--- config.mk ---
export PLATFORM = sky130hd
export DESIGN_NAME = alu_pipe_flat
export DESIGN_NICKNAME = d
export VERILOG_FILES = /design/src/rtl/alu_pipe_if.sv /design/src/rtl/alu_pipe.sv /design/src/flat_wrapper.sv
export SDC_FILE = /design/constraint.sdc
export NUM_CORES = 1
export LEC_CHECK = 0
export BUFFER_PORTS_ARGS = -buffer_cell sky130_fd_sc_hd__buf_2
export CAP_MARGIN = 40
export CORE_ASPECT_RATIO = 1.5
export CORE_MARGIN = 10
export CORE_UTILIZATION = 57
export DETAILED_ROUTE_END_ITERATION = 8
export GPL_ROUTABILITY_DRIVEN = 0
export HOLD_SLACK_MARGIN = 0.15
export PLACE_DENSITY = 0.8
export SLEW_MARGIN = 10
export SYNTH_ARGS = -nofsm -noshare
export SYNTH_HDL_FRONTEND = slang
export SYNTH_SLANG_ARGS = --single-unit
--- constraint.sdc ---
create_clock -name clock -period 3.1 [get_ports clock]
set_input_delay 0 -clock clock [delete_from_list [all_inputs] [get_ports clock]]
set_output_delay 0 -clock clock [all_outputs]
set_load 0.02 [all_outputs]
--- src/rtl/alu_pipe_if.sv ---
// Operand-issue and result handshake bundle for alu_pipe.
// The master drives operands and accepts results; the slave is the ALU.
interface alu_pipe_if #(
    parameter int WIDTH = 4
);
    logic             in_valid;
    logic             in_ready;
    logic [WIDTH-1:0] a;
    logic [WIDTH-1:0] b;
    logic [2:0]       opcode;
    logic             out_valid;
    logic             out_ready;
    logic [WIDTH:0]   c;
    logic             zero;
    logic             neg;
    logic             ovf;

    modport master (
        output in_valid, a, b, opcode, out_ready,
        input  in_ready, out_valid, c, zero, neg, ovf
    );

    modport slave (
        input  in_valid, a, b, opcode, out_ready,
        output in_ready, out_valid, c, zero, neg, ovf
    );
endinterface

--- src/rtl/alu_pipe.sv ---
// Two-stage pipelined signed ALU with valid/ready on both sides, status flags
// and an internal accumulator chained through ACC/LOAD beats in issue order.
module alu_pipe #(
    parameter int WIDTH = 4
) (
    input  logic      clock,
    input  logic      reset,
    alu_pipe_if.slave bus
);
    localparam int RW = WIDTH + 1;

    localparam logic [2:0] OP_ADD  = 3'b000;
    localparam logic [2:0] OP_SUB  = 3'b001;
    localparam logic [2:0] OP_NOT  = 3'b010;
    localparam logic [2:0] OP_ROR  = 3'b011;
    localparam logic [2:0] OP_AND  = 3'b100;
    localparam logic [2:0] OP_OR   = 3'b101;
    localparam logic [2:0] OP_ACC  = 3'b110;
    localparam logic [2:0] OP_LOAD = 3'b111;

    logic             s1_valid_q, s1_valid_d;
    logic [WIDTH-1:0] s1_a_q, s1_a_d;
    logic [WIDTH-1:0] s1_b_q, s1_b_d;
    logic [2:0]       s1_op_q, s1_op_d;

    logic             s2_valid_q, s2_valid_d;
    logic [RW-1:0]    c_q, c_d;
    logic             zero_q, zero_d;
    logic             neg_q, neg_d;
    logic             ovf_q, ovf_d;
    logic [RW-1:0]    acc_q, acc_d;

    logic             in_ready;
    logic             s1_load;
    logic             s2_load;
    logic [RW-1:0]    sa;
    logic [RW-1:0]    sb;
    logic [RW-1:0]    acc_sum;
    logic             acc_ovf;
    logic [RW-1:0]    alu_res;
    logic             alu_ovf;

    // in_ready looks through to out_ready so a full pipe can still stream.
    assign in_ready = !s1_valid_q || !s2_valid_q || bus.out_ready;
    assign s1_load  = bus.in_valid && in_ready;
    assign s2_load  = s1_valid_q && (!s2_valid_q || bus.out_ready);

    always_comb begin
        s1_valid_d = s1_valid_q;
        s1_a_d     = s1_a_q;
        s1_b_d     = s1_b_q;
        s1_op_d    = s1_op_q;
        if (s1_load) begin
            s1_valid_d = 1'b1;
            s1_a_d     = bus.a;
            s1_b_d     = bus.b;
            s1_op_d    = bus.opcode;
        end else if (s2_load) begin
            s1_valid_d = 1'b0;
        end
    end

    // Overflow only when both addends share a sign that the sum loses.
    always_comb begin
        sa      = {s1_a_q[WIDTH-1], s1_a_q};
        sb      = {s1_b_q[WIDTH-1], s1_b_q};
        acc_sum = acc_q + sa;
        acc_ovf = (acc_q[RW-1] == sa[RW-1]) && (acc_sum[RW-1] != acc_q[RW-1]);
    end

    always_comb begin
        alu_res = '0;
        alu_ovf = 1'b0;
        unique case (s1_op_q)
            OP_ADD:  alu_res = sa + sb;
            OP_SUB:  alu_res = sa - sb;
            OP_NOT:  alu_res = ~sa;
            OP_ROR:  alu_res = {{WIDTH{1'b0}}, |s1_b_q};
            OP_AND:  alu_res = sa & sb;
            OP_OR:   alu_res = sa | sb;
            OP_ACC: begin
                alu_res = acc_sum;
                alu_ovf = acc_ovf;
            end
            OP_LOAD: alu_res = sa;
            default: alu_res = '0;
        endcase
    end

    // The accumulator only moves when its beat actually advances into stage 2.
    always_comb begin
        acc_d = acc_q;
        if (s2_load && (s1_op_q == OP_ACC || s1_op_q == OP_LOAD)) begin
            acc_d = alu_res;
        end
    end

    always_comb begin
        s2_valid_d = s2_valid_q;
        c_d        = c_q;
        zero_d     = zero_q;
        neg_d      = neg_q;
        ovf_d      = ovf_q;
        if (s2_load) begin
            s2_valid_d = 1'b1;
            c_d        = alu_res;
            zero_d     = (alu_res == '0);
            neg_d      = alu_res[RW-1];
            ovf_d      = alu_ovf;
        end else if (bus.out_ready) begin
            s2_valid_d = 1'b0;
        end
    end

    always_ff @(posedge clock or posedge reset) begin
        if (reset) begin
            s1_valid_q <= 1'b0;
            s1_a_q     <= '0;
            s1_b_q     <= '0;
            s1_op_q    <= '0;
            s2_valid_q <= 1'b0;
            c_q        <= '0;
            zero_q     <= 1'b0;
            neg_q      <= 1'b0;
            ovf_q      <= 1'b0;
            acc_q      <= '0;
        end else begin
            s1_valid_q <= s1_valid_d;
            s1_a_q     <= s1_a_d;
            s1_b_q     <= s1_b_d;
            s1_op_q    <= s1_op_d;
            s2_valid_q <= s2_valid_d;
            c_q        <= c_d;
            zero_q     <= zero_d;
            neg_q      <= neg_d;
            ovf_q      <= ovf_d;
            acc_q      <= acc_d;
        end
    end

    assign bus.in_ready  = in_ready;
    assign bus.out_valid = s2_valid_q;
    assign bus.c         = c_q;
    assign bus.zero      = zero_q;
    assign bus.neg       = neg_q;
    assign bus.ovf       = ovf_q;
endmodule

--- src/flat_wrapper.sv ---
// flat-port wrapper written by rule: the top's interface ports become plain ports
module alu_pipe_flat 
#(
    parameter int WIDTH = 4
)
  (clock, reset, bus_in_valid, bus_a, bus_b, bus_opcode, bus_out_ready, bus_in_ready, bus_out_valid, bus_c, bus_zero, bus_neg, bus_ovf);
  alu_pipe_if #(.WIDTH(WIDTH)) bus_i ();
  input  logic clock;
  input  logic reset;
  input wire logic [$bits(bus_i.in_valid)-1:0] bus_in_valid;
  input wire logic [$bits(bus_i.a)-1:0] bus_a;
  input wire logic [$bits(bus_i.b)-1:0] bus_b;
  input wire logic [$bits(bus_i.opcode)-1:0] bus_opcode;
  input wire logic [$bits(bus_i.out_ready)-1:0] bus_out_ready;
  output wire logic [$bits(bus_i.in_ready)-1:0] bus_in_ready;
  output wire logic [$bits(bus_i.out_valid)-1:0] bus_out_valid;
  output wire logic [$bits(bus_i.c)-1:0] bus_c;
  output wire logic [$bits(bus_i.zero)-1:0] bus_zero;
  output wire logic [$bits(bus_i.neg)-1:0] bus_neg;
  output wire logic [$bits(bus_i.ovf)-1:0] bus_ovf;
  assign bus_i.in_valid = bus_in_valid;
  assign bus_i.a = bus_a;
  assign bus_i.b = bus_b;
  assign bus_i.opcode = bus_opcode;
  assign bus_i.out_ready = bus_out_ready;
  assign bus_in_ready = bus_i.in_ready;
  assign bus_out_valid = bus_i.out_valid;
  assign bus_c = bus_i.c;
  assign bus_zero = bus_i.zero;
  assign bus_neg = bus_i.neg;
  assign bus_ovf = bus_i.ovf;
  alu_pipe #(.WIDTH(WIDTH)) u_core (.clock(clock), .reset(reset), .bus(bus_i));
endmodule
==> results of run 1 <==
cell type report:
type | instances | area [um^2]
multi-input cells | 112 | 993
fillers | 211 | 851
flip-flops and latches | 25 | 626
repair buffers | 43 | 308
well taps | 39 | 48.8
clock buffers | 3 | 41.3
inverters | 10 | 37.5
clock inverters | 1 | 7.51
where the power goes:
group	switching [W]	total (W)	internal [W]
Combinational	0.000377	0.000717	0.000340
Clock	0.000111	0.000202	0.0000914
Sequential	0.0000842	0.000502	0.000417
cell usage after synthesis (all sizes together) (4+ instances only):
cell,n
a211oi,5
xnor2,4
dfrtp,25
nand2b,6
buf,7
mux2,21
inv,10
a21oi,5
nand2,8
ha,11
flip-flops by register name (all words and copies together) (netlist names):
register              count
u_core.bus.out_valid      1
u_core.s1_valid_q         1
u_core.acc_q              5
u_core.bus.zero           1
u_core.s1_op_q            3
u_core.bus.neg            1
u_core.s1_a_q             4
u_core.bus.ovf            1
u_core.s1_b_q             4
u_core.bus.c              4
final timing paths:
kind / start / to / slack [ns] / depth (start not counted)
worst max-delay path: u_core.s1_op_q[2] / u_core.bus.zero / 0.33 / 10
worst max register to register: u_core.s1_op_q[2] / u_core.bus.zero / 0.33 / 10
max in group asynchronous: reset / u_core.s1_op_q[2] / 2.31 / 4
min in group clock: u_core.bus.ovf / u_core.bus.ovf / 0.49 / 2
worst min register to register: u_core.bus.ovf / u_core.bus.ovf / 0.49 / 2
worst min-delay path: reset / u_core.bus.c[0] / 0.30 / 3
critical path: stages (launching register included):
cell	delay, ns
dfrtp_1	0.38
nor2_1	0.28
nand2_1	0.17
o31ai_1	0.13
xor2_1	0.21
ha_1	0.29
and3_4	0.20
or3_4	0.36
a211oi_2	0.24
a211oi_2	0.08
o41ai_2	0.33
layout by cell type (no fill, tap or decap), types with 4 or more instances in the layout:
master / netlist / final
dfrtp_1: 25 / 25
buf_2: 2 / 24
mux2_2: 19 / 19
dlygate4sd3_1: 0 / 15
ha_1: 11 / 11
inv_1: 10 / 10
nand2_1: 8 / 8
nand2b_1: 6 / 6
a21oi_1: 5 / 5
xnor2_1: 4 / 4
logic make-up after synthesis:
kind of cell,synth area share
and+or+nand+nor,0.146
AOI/OAI and AO/OA,0.146
DFF,0.364
muxes,0.156
buffers and inverters,0.0582
adders and majority gates,0.103
xor gates and xnor gates,0.0255
metrics by stage:
step | instance area (um^2) | power [W] | hold WS, ns
final | 2060 | 0.00142 | 0.304
after global routing | 2060 | 0.00152 | 0.351
after CTS | 2060 | 0.00143 | 0.324
after detailed placement | 1860 | 0.00120 | 0.0634
after global placement | 1850 | 0.00116 | 0.209
after floorplan | 1720 | 0.00104 | 0.0273
metal layers:
metal  vias up  part of all wire  track usage
met5         -                 0            0
met4         0             0.042        0.105
met3        18             0.043       0.0425
met2        36              0.57        0.287
met1       656              0.35        0.138
li1        640                 -            -
==> results.py, run 1 <==
metrics = {
    "routing": {
        "firstDrtPassIters": 4,
        "routedWlPerCell_um": 17.4,
        "drt-total-wl_um": 4060,
        "via_per_inst": 5.79,
        "drc": 0,
        "drtAntennaViolNets": 0,
        "drt_iter0_markers": 34,
        "vias": 1350,
    },
    "clock_tree": {
        "htreeDepth": 1,
        "cts_sinks": 25,
        "cts_hold_buf": 15,
        "cts-root-buf": "clkbuf_8",
        "ctsResizeCount": 0,
        "clkLatencyLatePin_ns": 0.28,
        "post_cts_buffers": 0,
        "cts_made_buffers": 3,
        "clkTransAtPathRegs_ns": 0.09,
        "cts_tree": "built",
        "cts_buffer_depth": 2,
    },
    "cells_and_area": {
        "stdcell_count": 233,
        "nets": 223,
        "antenna_cells": 0,
        "syn_to_final_growth_pct": 19.9,
        "final_layout_size_suffix_gt1_frac": 0.320,
        "post-route-util": 0.708,
    },
    "timing": {
        "fin_ws_ns": 0.329,
        "clock.fmax_mhz": 361,
        "timing.slew.headroom": 0.639,
        "worst_pin_slew_ns": 0.541,
        "finClkSkew_ns": 0.00941,
        "fin_tns_setup_ns": 0,
        "slew_viol_final": 0,
        "fin_crit_ns": 2.77,
        "finalSetupViolCount": 0,
        "rsz0062_at_grt": "no",
        "finalCritPeriodShare": 0.894,
        "final_hold_viol_count": 0,
    },
    "synthesis": {
        "ys_types": 47,
        "synthTopCellsByArea": "dfrtp_1 36%, mux2_2 12%, ha_1 8.0%",
        "ys_seq_elements": 25,
        "synth_cells": 154,
        "ys.flop_type": "dfrtp_1",
        "syn_area_mm2": 0.00172,
        "yosysSeqAreaShare": 0.364,
        "ys_async_sr_fraction": 1.00,
        "synth_top_area_frac": 0.364,
        "syn_area_per_cell_um2": 11.2,
        "synth-edff-count": 0,
        "synth_nets": 182,
        "synth_top_area_cell": "dfrtp_1",
        "yosysWarnings": 0,
    },
    "die": {
        "ioPinCount": 25,
        "rows": 24,
        "core-area_mm2": 0.00291,
        "die_y_um": 87.3,
        "fp.dieW_um": 64.8,
        "dieArea_mm2": 0.00566,
        "start_util": 0.590,
    },
    "global_routing": {
        "grt_first_pass_wirelength_um": 6870,
        "antenna_found_initial": 0,
        "grt_start_max_net_pins": 16,
        "grt_pass1_vias": 1477,
        "grt_overflow": 0,
        "track_usage": 0.154,
    },
    "critical_path": {
        "required_ns": 3.28,
        "cp-start-kind": "flop",
        "end_kind": "flop",
        "path_class": "reg2reg",
        "worst-path-max-fanout": 5,
        "crit_arrival_ns": 2.95,
    },
    "job": {
        "maxCapViolCount": 0,
    },
    "placement": {
        "io_buffers": 24,
        "hpwl_um": 3010,
        "pre_cts_ws_ns": 0.331,
        "dp.cells": 214,
    },
    "power": {
        "power_leakage_nw": 0.925,
        "power_density_mw_per_mm2": 689,
        "max-vdd-ir-drop_uv": 457,
    },
    "run_status": {
        "status": "completed",
    },
    "worst_hold_path": {
        "hp-class": "in2async",
    },
}
Power figures use the tool's default switching activity.
==> run 2, diff against run 1 <==
--- a/config.mk
+++ b/config.mk
@@ -9,11 +9,10 @@
 export CAP_MARGIN = 40
 export CORE_ASPECT_RATIO = 1.5
 export CORE_MARGIN = 10
-export CORE_UTILIZATION = 57
+export CORE_UTILIZATION = 38
 export DETAILED_ROUTE_END_ITERATION = 8
 export GPL_ROUTABILITY_DRIVEN = 0
 export HOLD_SLACK_MARGIN = 0.15
-export PLACE_DENSITY = 0.8
 export SLEW_MARGIN = 10
 export SYNTH_ARGS = -nofsm -noshare
 export SYNTH_HDL_FRONTEND = slang
==> run 2 against run 1 <==
Compared with the run above:
- maximum frequency is 3.0% higher
- non-clock buffer count unchanged
- first-iteration DRC count up 74%
- flip-flop and latch count unchanged
- utilization is 23 points lower
- wire length decreased by 5.1%
- power decreased by 0.38%
- clock skew is 0.0037 ns lower
- final area increased by 0.42%
- largest cell class unchanged
- largest power group unchanged
- highest routed layer unchanged
==> results.py, run 2 (synthesized netlist as in run 1, its figures left out) <==
metrics = {
    "critical_path": {
        "cp-start-kind": "flop",
        "cp_num_buf_inv": 0,
        "worst-path-max-fanout": 5,
        "cp_slowest_cell": "dfrtp_1",
        "rr_worst_depth": 10,
        "rr_startpoint": "u_core.s1_op_q[2]",
        "path_class": "reg2reg",
        "cpPeakStageDelay_ns": 0.38,
        "required_ns": 3.26,
        "crit_chain": "nor2_1, nand2_1, o31ai_1, xor2_1, ha_1, and3_4, or3_4, a211oi_2, a211oi_2, mux2_1",
        "cp_top_family": "simple AND/OR/NAND/NOR gates",
        "end_kind": "flop",
        "crit_arrival_ns": 2.85,
        "rrSetupSlack_ns": 0.41,
        "r2r_end": "u_core.bus.neg",
        "cp_common_cell": "a211oi_2",
    },
    "timing": {
        "worst_pin_slew_ns": 0.478,
        "finClkSkew_ns": 0.00573,
        "timing.slew.headroom": 0.681,
        "finalSetupViolCount": 0,
        "fin_tns_setup_ns": 0,
        "fin_crit_ns": 2.69,
        "final_hold_viol_count": 0,
        "rsz0062_at_grt": "no",
        "finalCritPeriodShare": 0.868,
        "slew_viol_final": 0,
        "fin_hold_ws_ns": 0.267,
        "clock.fmax_mhz": 371,
    },
    "power": {
        "power_leakage_nw": 0.925,
        "max-vdd-ir-drop_uv": 310,
        "power_density_mw_per_mm2": 683,
    },
    "routing": {
        "vias": 1317,
        "drt_iter0_markers": 59,
        "via_per_inst": 5.49,
        "routedWlPerCell_um": 16.0,
        "drt-total-wl_um": 3850,
        "firstDrtPassIters": 4,
        "drc": 0,
        "drtAntennaViolNets": 0,
    },
    "global_routing": {
        "grtUsageMet1": 0.114,
        "grt_busiest_layer": "met2",
        "antenna_found_initial": 0,
        "grtUsageMet2": 0.191,
        "grt_overflow": 0,
        "track_usage": 0.109,
        "met3_usage": 0.0233,
        "grt_pass1_vias": 1410,
        "grt_first_pass_wirelength_um": 6630,
        "grt_start_max_net_pins": 16,
    },
    "clock_tree": {
        "clkLatencyLatePin_ns": 0.27,
        "htreeDepth": 1,
        "cts-root-buf": "clkbuf_8",
        "cts_made_buffers": 3,
        "cts_tree": "built",
        "cts_sinks": 25,
        "cts_buffer_depth": 2,
        "post_cts_buffers": 0,
        "clkTransAtPathRegs_ns": 0.09,
    },
    "cells_and_area": {
        "stdcell_count": 240,
        "nets": 223,
        "final_layout_size_suffix_gt1_frac": 0.320,
        "fill_cells": 394,
        "final_common_cell": "dfrtp_1",
        "largest_reg_flops": 5,
        "post-route-util": 0.480,
        "largest-register": "u_core.acc_q",
        "syn_to_final_growth_pct": 20.5,
        "layout_common_cells": "25 x dfrtp_1, 24 x buf_2, 19 x mux2_2",
        "antenna_cells": 0,
    },
    "die": {
        "rows": 29,
        "dieArea_mm2": 0.00767,
        "core-area_mm2": 0.00432,
        "die_y_um": 102,
        "start_util": 0.398,
        "fp.dieW_um": 74.9,
        "ioPinCount": 25,
    },
    "run_status": {
        "status": "completed",
    },
    "placement": {
        "io_buffers": 24,
        "dp.cells": 221,
        "hpwl_um": 3060,
    },
    "worst_hold_path": {
        "hp-class": "in2async",
    },
    "job": {
        "maxCapViolCount": 0,
    },
}
## run 2: where the power goes
group	switching [W]	internal [W]
sequential	0.0000813	0.000418
combinational	0.000377	0.000340
clock	0.000108	0.0000912
## run 2: area by class of cell
| cell class | instances | area, um^2 | share of cell area |
|---|---|---|---|
| Clock buffer | 3 | 41.3 | 0.0199 |
| Clock inverter | 1 | 7.51 | 0.00363 |
| Inverter | 10 | 37.5 | 0.0181 |
| Multi-Input combinational cell | 112 | 993 | 0.480 |
| Sequential cell | 25 | 626 | 0.302 |
| Tap cell | 46 | 57.6 | 0.0278 |
| Timing Repair Buffer | 43 | 308 | 0.149 |
## run 2: stage by stage
| stage | area, um^2 | setup slack [ns] | power (W) |
|---|---|---|---|
| finish | 2070 | 0.408 | 0.00142 |
| global placement | 1860 | 0.509 | 0.00117 |
| CTS | 2070 | 0.400 | 0.00143 |
| global route | 2070 | 0.220 | 0.00153 |
| floorplan | 1720 | 0.429 | 0.00104 |
| detailed placement | 1870 | 0.403 | 0.00120 |
## run 2: worst min-delay path, stage by stage
cell and delay, ns:
dlygate4sd3_1 0.53, buf_2 0.11, inv_1 0.35
## run 2: how the worst max path moves through the flow
stage                           start        endpoint  slack, ns  cells after the start
global placement    u_core.s1_op_q[2]  u_core.bus.neg       0.51                      9
finish              u_core.s1_op_q[2]  u_core.bus.neg       0.41                     10
global route        u_core.s1_op_q[2]  u_core.bus.neg       0.22                     10
detailed placement  u_core.s1_op_q[2]  u_core.bus.neg       0.40                     10
CTS                 u_core.s1_op_q[2]  u_core.bus.neg       0.40                     10
floorplan           u_core.s1_op_q[2]  u_core.bus.neg       0.43                     10
## run 2: repair_timing
item | 4_1_cts | 5_1_grt
endpoints found under the setup margin | 0 | 0
gates resized for setup | 0 | 0
hold endpoints to repair | 38 | 0
hold buffers | 15 | 0
## run 2: routing by layer
layer	part of all wire	vias up
li1	-	638
met1	0.39	638
met2	0.54	27
met3	0.025	14
met4	0.039	0
met5	0	-
==> run 3, diff against run 2 <==
--- a/config.mk
+++ b/config.mk
@@ -13,7 +13,7 @@
 export DETAILED_ROUTE_END_ITERATION = 8
 export GPL_ROUTABILITY_DRIVEN = 0
 export HOLD_SLACK_MARGIN = 0.15
-export SLEW_MARGIN = 10
+export PLACE_DENSITY_LB_ADDON = 0.3
 export SYNTH_ARGS = -nofsm -noshare
 export SYNTH_HDL_FRONTEND = slang
 export SYNTH_SLANG_ARGS = --single-unit
==> run 3 against run 2 <==
Compared with the run above:
- first-iteration DRC count is 14% higher
- sequential power hardly changed
- wire length is 1.4% higher
- die area stayed put
==> results.py, run 3 (synthesized netlist as in run 1, its figures left out) <==
metrics = {
    "run_status": {
        "status": "completed",
    },
    "timing": {
        "fin_hold_ws_ns": 0.289,
        "slew_viol_final": 0,
        "timing.slew.headroom": 0.673,
        "clock.fmax_mhz": 369,
        "fin_crit_ns": 2.71,
        "finalSetupViolCount": 0,
        "rsz0062_at_grt": "no",
        "final_hold_viol_count": 0,
        "fin_tns_setup_ns": 0,
        "finClkSkew_ns": 0.00164,
        "finalCritPeriodShare": 0.874,
        "worst_pin_slew_ns": 0.490,
    },
    "routing": {
        "drt_iter0_markers": 67,
        "drc": 0,
        "vias": 1337,
        "firstDrtPassIters": 4,
        "drtAntennaViolNets": 0,
        "via_per_inst": 5.57,
        "routedWlPerCell_um": 16.3,
        "drt-total-wl_um": 3910,
    },
    "clock_tree": {
        "cts_buffer_depth": 2,
        "ctsResizeCount": 0,
        "cts_sinks": 25,
        "post_cts_buffers": 0,
        "cts_made_buffers": 3,
        "clkLatencyLatePin_ns": 0.28,
        "cts_tree": "built",
        "htreeDepth": 1,
        "cts_hold_buf": 15,
        "clkTransAtPathRegs_ns": 0.09,
        "cts-root-buf": "clkbuf_8",
    },
    "cells_and_area": {
        "antenna_cells": 0,
        "layout_common_cells": "25 x dfrtp_1, 24 x buf_2, 19 x mux2_2",
        "final_layout_size_suffix_gt1_frac": 0.320,
        "syn_to_final_growth_pct": 20.5,
        "largest-register": "u_core.acc_q",
        "final_common_cell": "dfrtp_1",
        "nets": 223,
        "largest_reg_flops": 5,
    },
    "die": {
        "start_util": 0.398,
        "core-area_mm2": 0.00432,
        "fp.dieW_um": 74.9,
        "rows": 29,
        "ioPinCount": 25,
        "dieArea_mm2": 0.00767,
        "die_y_um": 102,
    },
    "critical_path": {
        "rr_startpoint": "u_core.s1_op_q[2]",
        "path_class": "reg2reg",
        "r2r_end": "u_core.acc_q[4]",
        "cp-start-kind": "flop",
        "end_kind": "flop",
        "rrSetupSlack_ns": 0.39,
        "crit_arrival_ns": 2.88,
        "rr_worst_depth": 10,
        "worst-path-max-fanout": 5,
        "required_ns": 3.27,
    },
    "placement": {
        "hpwl_um": 3070,
        "io_buffers": 24,
    },
    "global_routing": {
        "grt_start_max_net_pins": 16,
        "grt_overflow": 0,
        "grt_first_pass_wirelength_um": 6590,
        "grt_pass1_vias": 1467,
        "track_usage": 0.107,
        "antenna_found_initial": 0,
    },
    "worst_hold_path": {
        "hp-class": "in2async",
    },
    "power": {
        "max-vdd-ir-drop_uv": 326,
        "power_density_mw_per_mm2": 685,
        "power_leakage_nw": 0.925,
    },
    "job": {
        "maxCapViolCount": 0,
    },
}
-- run 3: cell counts in the layout (fill, tap and decap cells not counted) --
No cell type changed its count.
-- run 3: worst max-delay path by stage --
| stage | start | to | slack, ns | depth (start not counted) |
|---|---|---|---|---|
| detailed placement | u_core.s1_op_q[2] | u_core.bus.neg | 0.40 | 10 |
| floorplan | u_core.s1_op_q[2] | u_core.bus.neg | 0.43 | 10 |
| CTS | u_core.s1_op_q[2] | u_core.bus.neg | 0.40 | 10 |
| global placement | u_core.s1_op_q[2] | u_core.bus.neg | 0.51 | 9 |
| finish | u_core.s1_op_q[2] | u_core.acc_q[4] | 0.39 | 10 |
| global route | u_core.s1_op_q[2] | u_core.acc_q[4] | 0.30 | 10 |
-- run 3: final cells by class --
type,count,area (um^2)
clock buffer,3,41.3
clock inverter,1,7.51
fill,403,2250
inverter,10,37.5
multi-input combinational,112,993
sequential,25,626
tap,46,57.6
timing repair buffer,43,308
-- run 3: routing by layer --
metal	share of wire	GRT usage	up-vias
met5	0	0	-
met4	0.029	0.0526	0
met3	0.031	0.0194	12
met2	0.57	0.202	27
met1	0.37	0.107	658
li1	-	-	640
-- run 3: critical path, stage by stage (launching register included) --
cell and delay [ns]:
dfrtp_1 0.39, nor2_1 0.27, nand2_1 0.14, o31ai_1 0.11, xor2_1 0.22, ha_1 0.30, and3_4 0.20, or3_4 0.36
a211oi_2 0.24, a211oi_2 0.08, mux2_1 0.29
-- run 3: power breakdown --
part | switching (W) | internal (W) | total, W
Combinational | 0.000373 | 0.000340 | 0.000713
Sequential | 0.0000806 | 0.000417 | 0.000498
Clock | 0.000117 | 0.0000916 | 0.000208
Total | 0.000571 | 0.000849 | 0.00142
-- run 3: per-stage QoR --
step | std cells | total power, W | setup slack [ns] | instance area, um^2 | util
after floorplan | 154 | 0.00104 | 0.429 | 1720 | -
after global placement | 220 | 0.00117 | 0.507 | 1860 | 0.430
after detailed placement | 221 | 0.00121 | 0.397 | 1870 | 0.433
after CTS | 240 | 0.00143 | 0.396 | 2070 | 0.480
after global routing | 240 | 0.00153 | 0.299 | 2070 | 0.480
final | 240 | 0.00142 | 0.392 | 2070 | 0.480
